**config.mk**
```make
export PLATFORM = sky130hd
export DESIGN_NAME = sme_param
export DESIGN_NICKNAME = d
export VERILOG_FILES = /design/src/rtl/sme_param.sv
export SDC_FILE = /design/constraint.sdc
export NUM_CORES = 1
export LEC_CHECK = 0
export CAP_MARGIN = 20
export CORE_MARGIN = 5
export CORE_UTILIZATION = 50
export DETAILED_ROUTE_END_ITERATION = 8
export PLACE_DENSITY = 0.65
export SETUP_SLACK_MARGIN = 0.5
export SLEW_MARGIN = 20
export SYNTH_ARGS = -nofsm -noshare
export SYNTH_HDL_FRONTEND = slang
export SYNTH_SLANG_ARGS = --single-unit
```
**constraint.sdc**
```tcl
create_clock -name clk -period 8.55 [get_ports clk]
set_input_delay 0.855 -clock clk [delete_from_list [all_inputs] [get_ports clk]]
set_output_delay 0.855 -clock clk [all_outputs]
set_load 0.005 [all_outputs]
```
**src/rtl/sme_param.sv**
```systemverilog
// Parametrised string-matching engine: stores one string, then searches it for each streamed pattern.
// Optional build macro SME_NOCASE_EN folds ASCII letter case in literal comparisons.
module sme_param #(
   parameter int STR_MAX = 32,
   parameter int PAT_MAX = 8,
   parameter int IDX_W   = $clog2(STR_MAX + 1)
) (
   input  logic             clk,
   input  logic             reset_n,
   input  logic [7:0]       chardata,
   input  logic             isstring,
   input  logic             ispattern,
   output logic             busy,
   output logic             valid,
   output logic             match,
   output logic [IDX_W-1:0] match_index
);

   localparam int PL_W = $clog2(PAT_MAX + 1);
   localparam int SA_W = (STR_MAX > 1) ? $clog2(STR_MAX) : 1;
   localparam int PA_W = (PAT_MAX > 1) ? $clog2(PAT_MAX) : 1;
   localparam int CW   = ((PL_W > IDX_W) ? PL_W : IDX_W) + 1;

   localparam logic [IDX_W-1:0] STR_MAX_L = IDX_W'(STR_MAX);
   localparam logic [PL_W-1:0]  PAT_MAX_L = PL_W'(PAT_MAX);

   localparam logic [2:0] S_IDLE     = 3'd0;
   localparam logic [2:0] S_LOAD_STR = 3'd1;
   localparam logic [2:0] S_LOAD_PAT = 3'd2;
   localparam logic [2:0] S_SEARCH   = 3'd3;
   localparam logic [2:0] S_DONE     = 3'd4;

   localparam logic [7:0] CH_CARET  = 8'h5E;
   localparam logic [7:0] CH_DOLLAR = 8'h24;
   localparam logic [7:0] CH_DOT    = 8'h2E;
   localparam logic [7:0] CH_SPACE  = 8'h20;

`ifdef SME_NOCASE_EN
   function automatic logic [7:0] fold(input logic [7:0] c);
      return (c >= 8'h41 && c <= 8'h5A) ? (c | 8'h20) : c;
   endfunction
`else
   function automatic logic [7:0] fold(input logic [7:0] c);
      return c;
   endfunction
`endif

   logic [2:0]       state;
   logic [2:0]       state_nx;
   logic [7:0]       str_mem [STR_MAX];
   logic [7:0]       pat_mem [PAT_MAX];
   logic [IDX_W-1:0] str_len;
   logic [PL_W-1:0]  pat_len;
   logic [IDX_W-1:0] cand;
   logic             match_r;
   logic [IDX_W-1:0] index_r;

   logic str_first;
   logic str_app;
   logic pat_first;
   logic pat_app;

   // Anchor decode and count of consuming pattern chars
   logic            sa;
   logic            ea;
   logic [PL_W-1:0] k;

   assign sa = (pat_len != '0) && (pat_mem[0] == CH_CARET);
   assign ea = (pat_len != '0) && (pat_mem[PA_W'(pat_len - 1'b1)] == CH_DOLLAR);
   assign k  = pat_len - PL_W'(sa) - PL_W'(ea);

   logic [CW-1:0] cand_w;
   logic [CW-1:0] k_w;
   logic [CW-1:0] slen_w;
   logic [CW-1:0] epos;

   assign cand_w = CW'(cand);
   assign k_w    = CW'(k);
   assign slen_w = CW'(str_len);
   assign epos   = cand_w + k_w;

   logic [PAT_MAX-1:0] char_ok;

   for (genvar j = 0; j < PAT_MAX; j++) begin : g_cmp
      logic [7:0] pc;
      logic [7:0] sc;
      assign pc = pat_mem[PA_W'(PL_W'(j) + PL_W'(sa))];
      assign sc = str_mem[SA_W'(cand_w + CW'(j))];
      assign char_ok[j] = (PL_W'(j) >= k) || (pc == CH_DOT) || (fold(pc) == fold(sc));
   end

   logic no_cand;
   logic start_ok;
   logic end_ok;
   logic hit;
   logic last_cand;
   logic search_end;

   assign no_cand    = k_w > slen_w;
   assign start_ok   = !sa || (cand == '0) || (str_mem[SA_W'(cand - 1'b1)] == CH_SPACE);
   assign end_ok     = !ea || (epos == slen_w) || (str_mem[SA_W'(epos)] == CH_SPACE);
   assign hit        = !no_cand && start_ok && end_ok && (&char_ok);
   assign last_cand  = (epos == slen_w);
   assign search_end = no_cand || hit || last_cand;

   // NOTE: every always_comb output gets a default first, so no path can infer a latch.
   always_comb begin
      state_nx  = state;
      str_first = 1'b0;
      str_app   = 1'b0;
      pat_first = 1'b0;
      pat_app   = 1'b0;
      case (state)
         S_IDLE, S_DONE: begin
            if (isstring) begin
               state_nx  = S_LOAD_STR;
               str_first = 1'b1;
            end else if (ispattern) begin
               state_nx  = S_LOAD_PAT;
               pat_first = 1'b1;
            end else begin
               state_nx  = S_IDLE;
            end
         end
         S_LOAD_STR: begin
            if (isstring) begin
               str_app = 1'b1;
            end else if (ispattern) begin
               state_nx  = S_LOAD_PAT;
               pat_first = 1'b1;
            end else begin
               state_nx = S_IDLE;
            end
         end
         S_LOAD_PAT: begin
            if (ispattern) pat_app = 1'b1;
            else           state_nx = S_SEARCH;
         end
         S_SEARCH: begin
            if (search_end) state_nx = S_DONE;
         end
         default: state_nx = S_IDLE;
      endcase
   end

   // NOTE: character buffers carry no reset; the length registers alone define what is valid.
   always_ff @(posedge clk) begin
      if (str_first)
         str_mem[0] <= chardata;
      else if (str_app && str_len != STR_MAX_L)
         str_mem[SA_W'(str_len)] <= chardata;
      if (pat_first)
         pat_mem[0] <= chardata;
      else if (pat_app && pat_len != PAT_MAX_L)
         pat_mem[PA_W'(pat_len)] <= chardata;
   end

   // NOTE: state registers use non-blocking assignments so every update sees pre-edge values.
   always_ff @(posedge clk or negedge reset_n) begin
      if (!reset_n) begin
         state   <= S_IDLE;
         str_len <= '0;
         pat_len <= '0;
         cand    <= '0;
         match_r <= 1'b0;
         index_r <= '0;
      end else begin
         state <= state_nx;

         if (str_first)
            str_len <= IDX_W'(1);
         else if (str_app && str_len != STR_MAX_L)
            str_len <= str_len + 1'b1;

         if (pat_first)
            pat_len <= PL_W'(1);
         else if (pat_app && pat_len != PAT_MAX_L)
            pat_len <= pat_len + 1'b1;

         // One candidate start position is evaluated per SEARCH cycle
         if (state == S_LOAD_PAT)
            cand <= '0;
         else if (state == S_SEARCH && !search_end)
            cand <= cand + 1'b1;

         if (state == S_SEARCH && search_end) begin
            match_r <= hit;
            index_r <= hit ? cand : '0;
         end
      end
   end

   assign valid       = (state == S_DONE);
   assign busy        = (state == S_LOAD_PAT) || (state == S_SEARCH) || (state == S_DONE);
   assign match       = valid && match_r;
   assign match_index = valid ? index_r : '0;

endmodule

```
Yosys cells after proc, flatten, opt, wreduce, memory -nomap -nowiden
Memory sizes are Yosys's and may differ from the RTL's.
Index checks and enable logic that the tools add are counted.
{ "op_classes": {"addsub": 22, "n_eq_ne": 30, "reduce_logical": 50, "muxes": 37, "n_lt_le_gt_ge": 9} }
{ "ops": {"columns": ["operator", "count"], "rows": [
  ["$eq A8 B6 Y1 const B", 11],
  ["$eq A8 B8 Y1", 8],
  ["$mux W6", 6],
  ["$logic_or A1 B1 Y1", 24],
  ["$add A5 B3 Y5 const B", 4],
  ["$mux W1", 19],
  ["$ge A3 B4 Y1 const A", 4],
  ["$mux W8", 2],
  ["$reduce_or A8 Y1", 2],
  ["$add A3 B1 Y3 const A", 4],
  ["$add A6 B1 Y6 const B", 2],
  ["$mux W3", 4],
  ["$pmux W3 S4", 1],
  ["$add A5 B2 Y5 const B", 2],
  ["$logic_and A1 B1 Y1", 10],
  ["$eq A8 B7 Y1 const B", 1],
  ["$ge A1 B4 Y1 const A", 2],
  ["$ge A2 B4 Y1 const A", 2],
  ["$mux W4", 2],
  ["$reduce_and A8 Y1", 1],
  ["$sub A4 B1 Y4", 2],
  ["$add A6 B4 Y7", 1],
  ["$eq A7 B6 Y1", 1],
  ["$add A2 B1 Y3 const A", 2],
  ["other kinds (22)", 31]
]} }
{ "totals": {"out_inout_bits": 9, "elab_cells": 156, "mem_bits_rw": 320, "regBits": 26, "n_memories": 2, "in_bits": 12} }
{ "memory_table": {"columns": ["memory", "depth", "width", "rd", "rd_clocked_by_memory_dff", "write_ports", "line_no", "text"], "rows": [
  ["str_mem", 32, 8, 10, 0, 1, "50", "logic [7:0] str_mem [STR_MAX];"],
  ["pat_mem", 8, 8, 10, 0, 1, "51", "logic [7:0] pat_mem [PAT_MAX];"]
]} }

Depth between registers and ports, before layout
Gate-level depths: netlist of run 1.
An unclocked memory read counts as a cell.
{ "depth": {"ltp_word": 17, "ltp_mapped": 27, "ltp_nobuf": 24} }

Worst setup path after synthesis of run 1
Ideal clock, no wire load.
{ "synth_path": {"kind": "flip-flop to flip-flop", "startpoint": "register pat_len[0]", "endpoint": "register cand[3]", "synth_period_minus_slack_ps": 6332, "setup_ps": 139, "required_time_ps": 8411, "slack_ps": 2218, "path_buffers": 5, "arrival_ps": 6193, "stages_incl_launch_ff": 27, "path_cell_list": "dfrtp_1 -> clkbuf_1 -> inv_1 -> ha_1 -> or4_1 -> a31o_1 -> mux2_2 -> nand2_1 -> o21ai_0 -> fa_1 -> clkbuf_1 -> ha_1 -> inv_1 -> fa_1 -> clkbuf_1 -> clkbuf_1 -> clkbuf_1 -> nor4_1 -> a21oi_1 -> a21oi_1 -> a311oi_1 -> nor2_1 -> o41ai_1 -> nor4_4 -> a21o_4 -> o311ai_0 -> o31ai_1"} }
{ "synth_via": {"elab_chain_len": 16, "word_cells_on_any_way": 76, "classes_between": "11 x add/sub; 9 x order compare; 19 x eq/ne; 35 x reduce/logical; 2 x memory"} }
{ "synth_lines": {"columns": ["element", "line_no", "text"], "rows": [
  ["start: declaration", "53", "logic [PL_W-1:0] pat_len;"],
  ["start signal: assignment", "178", "pat_len <= pat_len + 1'b1;"],
  ["$sub A3 B1 Y3", "69", "assign ea = (pat_len != '0) && (pat_mem[PA_W'(pat_len - 1'b1)] == CH_DOLLAR);"],
  ["$mem_v2 Z8 W8", null, null],
  ["$eq A8 B6 Y1", "69", null],
  ["$logic_and A1 B1 Y1", "69", null],
  ["$sub A4 B1 Y4", "70", "assign k = pat_len - PL_W'(sa) - PL_W'(ea);"],
  ["$add A6 B4 Y7", "80", "assign epos = cand_w + k_w;"],
  ["$mem_v2 Z32 W8 or $eq A7 B6 Y1 (tied branches)", null, null],
  ["$eq A8 B6 Y1 or $logic_or A1 B1 Y1 (tied branches)", "101", "assign end_ok = !ea || (epos == slen_w) || (str_mem[SA_W'(epos)] == CH_SPACE);"],
  ["$logic_or A1 B1 Y1", "101", null],
  ["$logic_and A1 B1 Y1 (2 in a row)", "102", "assign hit = !no_cand && start_ok && end_ok && (&char_ok);"],
  ["$logic_or A1 B1 Y1", "104", "assign search_end = no_cand || hit || last_cand;"],
  ["$logic_or A1 B1 Y1 (*)", "104", null],
  ["$logic_not A1 Y1 (*)", "183", "else if (state == S_SEARCH && !search_end)"],
  ["$logic_and A1 B1 Y1 (*)", "183", null],
  ["$reduce_bool A2 Y1 (no source line) (*)", null, null],
  ["end signal: assignment", "184", "cand <= cand + 1'b1;"],
  ["end: declaration", "54", "logic [IDX_W-1:0] cand;"]
]} }
Mark *: on every way between the ends. The rest lies on a longest branch, timed or not.
A chain may end at the register's enable or synchronous reset.

Final worst setup path of run 1
{ "layout_path": {"startpoint": "register pat_len[0]", "endpoint": "register cand[0]"} }
The elaborated chain is that of the path after synthesis.

==> flow_summary.toml, run 1 <==
[timing]
fmax_mhz = 133
rsz0062_at_grt = "false"
period_share = 0.882
fin_tns_setup_ps = 0
finClkSkew_ps = 24.7
drv_slew = 0
finalHoldViolations = 0
worst_pin_slew_ps = 1170
fin_ws_ps = 1010
layout_min_cycle_time_ps = 7540
finalSetupViolations = 0
fin_hold_ws_ps = 290
relSlewSlack = 0.216

[clocking]
post_cts_resized = 0
tritoncts = "yes"
cts_sinks = 346
clk_pin_slew_ps = 60
postCtsHoldBufs = 0
cts_buffer_depth = 3
numCtsBuffers = 41
cts_root_buffer = "clkbuf_16"
post_cts_buffers = 0
clock_latency_ps = 590
ctsHtreeMaxLevel = 2

[pwr]
total_power_mw = 10.5
power.density_nw_per_um2 = 348
swShare = 0.464
irDropWorstVdd_mv = 0.258
leakagePower_nw = 9.46
clock_power_share = 0.178
p_switching_mw = 4.89
combPwrFrac = 0.624
p_seq_frac = 0.198
p_int_mw = 5.64

[synth]
synth-seq-cells = 346
synthDominantCellAreaShare = 0.342
synthCells = 1987
post-synth-top-area-cell = "edfxtp_1"
synth_area_leaders = "edfxtp_1, mux4_2, mux2i_1"
yosysWarningCount = 0
syn_area_um2 = 28100
synth_seq_area_share = 0.365
synth_cell_types = 87
yosysMostFrequentCell = "mux4_2"
synth-edff-count = 320
synth-async-reset-ratio = 0.0751
syn_avg_cell_area_um2 = 14.1
syn_nets = 2026
yosys_most_used_dff = "edfxtp_1"
synth_commonest_cells = "mux4_2, edfxtp_1, mux2i_1"

[worst_setup_path]
worst-path-buf-inv = 3
r2r_start = "pat_len[0]$_DFFE_PN0P_"
worst_setup_path_endpoint = "cand[0]$_DFFE_PN0P_"
crit_family = "simple AND/OR/NAND/NOR gates"
cp.depth = 24
cp-start-kind = "flop"
crit_path_end_kind = "flop"
cp.required_ps = 9040
crit_start = "pat_len[0]$_DFFE_PN0P_"
cp_slowest_stage_delay_ps = 870
reg2regPathDepth = 24
cpMaxStageDelayCell = "fa_1"
criticalPathCategory = "flop to flop"
path_cells = "inv_1 > ha_1 > or4_1 > a31o_1 > mux2_2 > nand2_1 > o21ai_0 > fa_1 > ha_1 > inv_1 > fa_1 > or4b_2 > nor4_1 > a21oi_1 > a311oi_1 > o21a_1 > o41ai_1 > buf_4 > nor2_1 > o41ai_1 > nor4_4 > a21oi_2 > nand2_2 > mux2i_1"
regToRegEndpoint = "cand[0]$_DFFE_PN0P_"
worst-r2r-setup-slack_ps = 1010
worstPathMaxFanout = 10
worstPathArrival_ps = 8030

[final_layout]
area_growth_syn_to_layout_pct = 7.75
drive_above_1_share = 0.290
final_area_um2 = 30300
fin_util = 0.540
nNetsFinal = 1988
instances_no_fill = 2738

[grt]
grt_first_pass_wirelength_um = 169000
grt_max_degree = 135
first_global_vias = 20816
antenna_found_initial = 5
grt-ovfl-total = 0
track_usage = 0.398

[die]
fp-row-count = 87
io_pins = 21
dieArea_um2 = 61000
dieWidth_um = 247
core-area_um2 = 56100
die_h_um = 247
initial_core_util = 0.501

[routing]
drtPass1Iterations = 6
wl_per_cell_um = 44.6
drcViolationCount = 0
via_per_inst = 8.05
vias = 22029
drt_iter0_drc = 3941
ant_nets = 0
wirelength_um = 122000

[placed_design]
place.gp.congestion = 1.05
place_area_um2 = 28800
place_ws_ps = 1100
port-buffer-count = 20
dpl.cell_count = 2662
hpwlAfterDp_um = 92000

[job]
cap_violations = 0

[hold_path]
timing.hold.worst.class = "input pin to asynchronous set/reset pin"

[run_status]
status = "finished clean"
-- sequential cells by signal, summed over array words and instances, names as in the netlist --
register  cells
cand          6
index_r       6
pat_len       4
pat_mem      64
state         3
str_mem     256
str_len       6
match_r       1
-- worst min path at each step --
stage	end	slack, ps
after floorplan	match_r$_DFFE_PN0P_	470
after global placement	index_r[4]$_DFFE_PN0P_	500
after detailed placement	index_r[3]$_DFFE_PN0P_	500
after CTS	cand[2]$_DFFE_PN0P_	280
after global routing	cand[2]$_DFFE_PN0P_	340
final	cand[2]$_DFFE_PN0P_	290
-- metal layers --
layer	track usage	wire [um]	up-vias
met4	0.219	9560	4
met1	0.508	41600	11300
li1	-	-	8308
met2	0.600	53600	2014
met3	0.135	17300	403
met5	0	33	-
-- layout by cell type, fill, tap and decap left out, drive strengths merged, types with 9 or more instances in the layout --
cell / instances
a22oi: 14
or4: 11
xnor2: 55
a21oi: 37
mux2: 24
nor4: 38
inv: 40
clkinv: 12
edfxtp: 320
a211oi: 9
nand2b: 10
nand2: 86
and3: 16
mux2i: 265
buf: 60
clkdlybuf4s50: 11
mux4: 383
nor2: 94
nand4: 15
xor2: 42
nor4b: 25
a311oi: 9
dfrtp: 26
clkbuf: 52
ha: 25
nor3: 39
o211ai: 9
and2: 10
o21ai: 27
a31oi: 11
o22ai: 27
nand3: 46
-- cells by family (layout without fill, tap and decap cells) --
kind of cell	Yosys count	after routing	share of synthesized area
AO/OA/AOI/OAI	220	220	0.0559
XOR/XNOR	97	97	0.0308
adder cells (fa/ha/maj)	27	27	0.0126
buffers and inverters	189	183	0.0387
flip-flops	346	346	0.365
multiplexers	672	672	0.412
other	0	1	0
AND/OR/NAND/NOR	436	436	0.0852
-- power groups by stage --
stage	clock network, mW	registers, mW	logic, mW
global route	1.96	2.09	6.79
floorplan	0	2.01	4.39
CTS	1.89	2.08	6.37
detailed placement	0	2.11	6.35
global placement	0	2.11	6.29
finish	1.88	2.09	6.57
-- worst reg2reg max path, cell delays in order, from the launching register on --
cell      delay, ps
dfrtp_1         590
inv_1           140
ha_1            420
or4_1           570
a31o_1          250
mux2_2          270
nand2_1          60
o21ai_0         180
fa_1            680
ha_1            210
inv_1            60
fa_1            870
or4b_2          650
nor4_1          240
a21oi_1          80
a311oi_1        280
o21a_1          170
o41ai_1          80
buf_4           210
nor2_1          300
o41ai_1         180
nor4_4          420
a21oi_2         180
nand2_2         170
mux2i_1         190
-- final cells by class --
| type | count | area, um2 |
|---|---|---|
| Sequential cell | 346 | 10300 |
| Inverter | 37 | 139 |
| Tap cell | 756 | 946 |
| Timing Repair Buffer | 71 | 566 |
| Clock inverter | 23 | 340 |
| Antenna cell | 1 | 2.50 |
| Clock buffer | 52 | 1100 |
| Fill cell | 4610 | 25800 |
| Multi-Input combinational cell | 1452 | 16900 |
No activity file was read; power rests on OpenSTA's default activity.
==> inputs of run 2 (changes only) <==
--- a/config.mk
+++ b/config.mk
@@ -5,11 +5,11 @@
 export SDC_FILE = /design/constraint.sdc
 export NUM_CORES = 1
 export LEC_CHECK = 0
-export CAP_MARGIN = 20
-export CORE_MARGIN = 5
+export CORE_MARGIN = 10
 export CORE_UTILIZATION = 50
 export DETAILED_ROUTE_END_ITERATION = 8
 export PLACE_DENSITY = 0.65
+export REMOVE_ABC_BUFFERS = 1
 export SETUP_SLACK_MARGIN = 0.5
 export SLEW_MARGIN = 20
 export SYNTH_ARGS = -nofsm -noshare
==> run 2 against run 1 <==
  * Worst hold slack better by 230 ps
  * First-iteration DRC count down 7.3%
  * Global-route usage down 4.1 points
  * Design area down 0.16%
  * Register-to-register slack worse by 70 ps
  * Via count up 0.12%
  * Clock power down 5%
  * Sequential cell count unchanged
  * Final cell count down 0.22%
  * Routed wire length down 1.8%
==> flow_summary.toml, run 2 (synthesis gave the netlist of run 1 again) <==
[run_status]
status = "finished clean"

[worst_setup_path]
worst-path-buf-inv = 3
crit_family = "adder cells"
worstPathArrival_ps = 8130
path_cells = "inv_1 > ha_1 > or4_1 > a31o_1 > mux2_2 > nand2_1 > o21ai_0 > fa_1 > ha_1 > inv_1 > fa_1 > buf_4 > nand2_1 > nor3_1 > nand2_1 > a2111oi_0 > o21ai_0 > a221oi_1 > o41ai_1 > nor4_4 > a21oi_2 > nand2_2 > mux2i_1"
cp.depth = 23
crit_start = "pat_len[0]$_DFFE_PN0P_"
cpMaxStageDelayCell = "fa_1"
cp.required_ps = 9070
cp-start-kind = "flop"
worst_setup_path_endpoint = "cand[0]$_DFFE_PN0P_"
reg2regPathDepth = 23
timing.critical_path.mode_cell = "nand2_1"
r2r_start = "pat_len[0]$_DFFE_PN0P_"
crit_path_end_kind = "flop"
regToRegEndpoint = "cand[0]$_DFFE_PN0P_"
criticalPathCategory = "flop to flop"
worstPathMaxFanout = 17
worst-r2r-setup-slack_ps = 930
cp_slowest_stage_delay_ps = 980

[pwr]
p_int_mw = 5.56
leakagePower_nw = 9.45
irDropWorstVdd_mv = 0.234
combPwrFrac = 0.630
power.density_nw_per_um2 = 345
p_switching_mw = 4.87
clock_power_share = 0.171
swShare = 0.467
p_seq_frac = 0.198

[final_layout]
reg.largest.list = "str_mem: 256 flops, pat_mem: 64 flops"
final_cell_mix = "mux4_2, edfxtp_1, mux2i_1, nor2_1, nand2_1"
area_growth_syn_to_layout_pct = 7.58
mostFrequentLayoutCell = "mux4_2"
instances_no_fill = 2732
nNetsFinal = 1988
regMostFlops = "str_mem"
largest_reg_flops = 256
drive_above_1_share = 0.288

[grt]
first_global_vias = 20989
grt-ovfl-total = 0
track_usage = 0.356
grt_max_degree = 130
antenna_found_initial = 2
grt_first_pass_wirelength_um = 167000

[timing]
worst_pin_slew_ps = 1180
rsz0062_at_grt = "false"
finClkSkew_ps = 25.5
finalSetupViolations = 0
fmax_mhz = 131
fin_hold_ws_ps = 522
drv_slew = 0
finalHoldViolations = 0
period_share = 0.891
layout_min_cycle_time_ps = 7620
relSlewSlack = 0.212

[die]
die_h_um = 257
io_pins = 21
dieWidth_um = 257
fp-row-count = 86
dieArea_um2 = 66100
initial_core_util = 0.507
core-area_um2 = 55400

[placed_design]
place.gp.congestion = 1.05
port-buffer-count = 20
dpl.cell_count = 2653
hpwlAfterDp_um = 89300

[clocking]
clk_pin_slew_ps = 60
cts_root_buffer = "clkbuf_16"
post_cts_buffers = 0
ctsHtreeMaxLevel = 2
tritoncts = "yes"
clock_latency_ps = 610
post_cts_resized = 0
postCtsHoldBufs = 0
cts_buffer_depth = 3
cts_sinks = 346
numCtsBuffers = 41

[routing]
wirelength_um = 120000
ant_nets = 0
via_per_inst = 8.07
wl_per_cell_um = 43.9
drt_iter0_drc = 3653
vias = 22056
drtPass1Iterations = 6
drcViolationCount = 0

[hold_path]
timing.hold.worst.class = "flop to flop"
hold_start = "index_r[4]$_DFFE_PN0P_"

[job]
cap_violations = 0
## run 2: how the worst min path moves through the flow
stage / slack [ps] / to / cells after the start
global placement: 500 / index_r[2]$_DFFE_PN0P_ / 2
CTS: 520 / index_r[4]$_DFFE_PN0P_ / 2
floorplan: 470 / match_r$_DFFE_PN0P_ / 2
finish: 520 / index_r[4]$_DFFE_PN0P_ / 2
detailed placement: 510 / match_r$_DFFE_PN0P_ / 2
global route: 550 / index_r[4]$_DFFE_PN0P_ / 2
## run 2: cell type report
type                            count  area [um2]
Fill cell                        4481       25200
Multi-Input combinational cell   1452       16900
Sequential cell                   346       10300
Clock buffer                       52        1090
Tap cell                          748         936
Timing Repair Buffer               71         618
Clock inverter                     24         248
Inverter                           37         139
Antenna cell                        2        5.00
## run 2: per-layer routing
metal / track usage / vias to the layer above / wire, um
li1: - / 8304 / -
met1: 0.445 / 11314 / 40900
met2: 0.527 / 2022 / 52400
met3: 0.123 / 412 / 17200
met4: 0.220 / 4 / 9450
met5: 0 / - / 31
## run 2: through the flow
| stage | power, mW | area [um2] | worst slack [ps] | utilization | setup TNS [ps] |
|---|---|---|---|---|---|
| after floorplan | 6.93 | 27200 | -11380 | - | -176910 |
| after global placement | 8.33 | 28800 | 1280 | 0.520 | 0 |
| after detailed placement | 8.39 | 28800 | 1090 | 0.520 | 0 |
| after CTS | 10.2 | 30200 | 1060 | 0.545 | 0 |
| after global routing | 10.7 | 30200 | 535 | 0.545 | 0 |
| final | 10.4 | 30200 | 932 | 0.546 | 0 |
## run 2: worst register-to-register path, cell delays in order (launching register included)
cell	delay [ps]
dfrtp_1	620
inv_1	140
ha_1	400
or4_1	540
a31o_1	230
mux2_2	260
nand2_1	60
o21ai_0	150
fa_1	660
ha_1	210
inv_1	60
fa_1	980
buf_4	360
nand2_1	90
nor3_1	250
nand2_1	90
a2111oi_0	400
o21ai_0	150
a221oi_1	640
o41ai_1	220
nor4_4	480
a21oi_2	190
nand2_2	170
mux2i_1	200
## run 2: power groups by stage
stage                     registers, mW  clock network, mW  logic [mW]
after detailed placement           2.09                  0        6.29
after global placement             2.09                  0        6.24
after global routing               2.07               1.87        6.73
after CTS                          2.06               1.79        6.31
final                              2.07               1.79        6.57
after floorplan                    2.27                  0        4.65
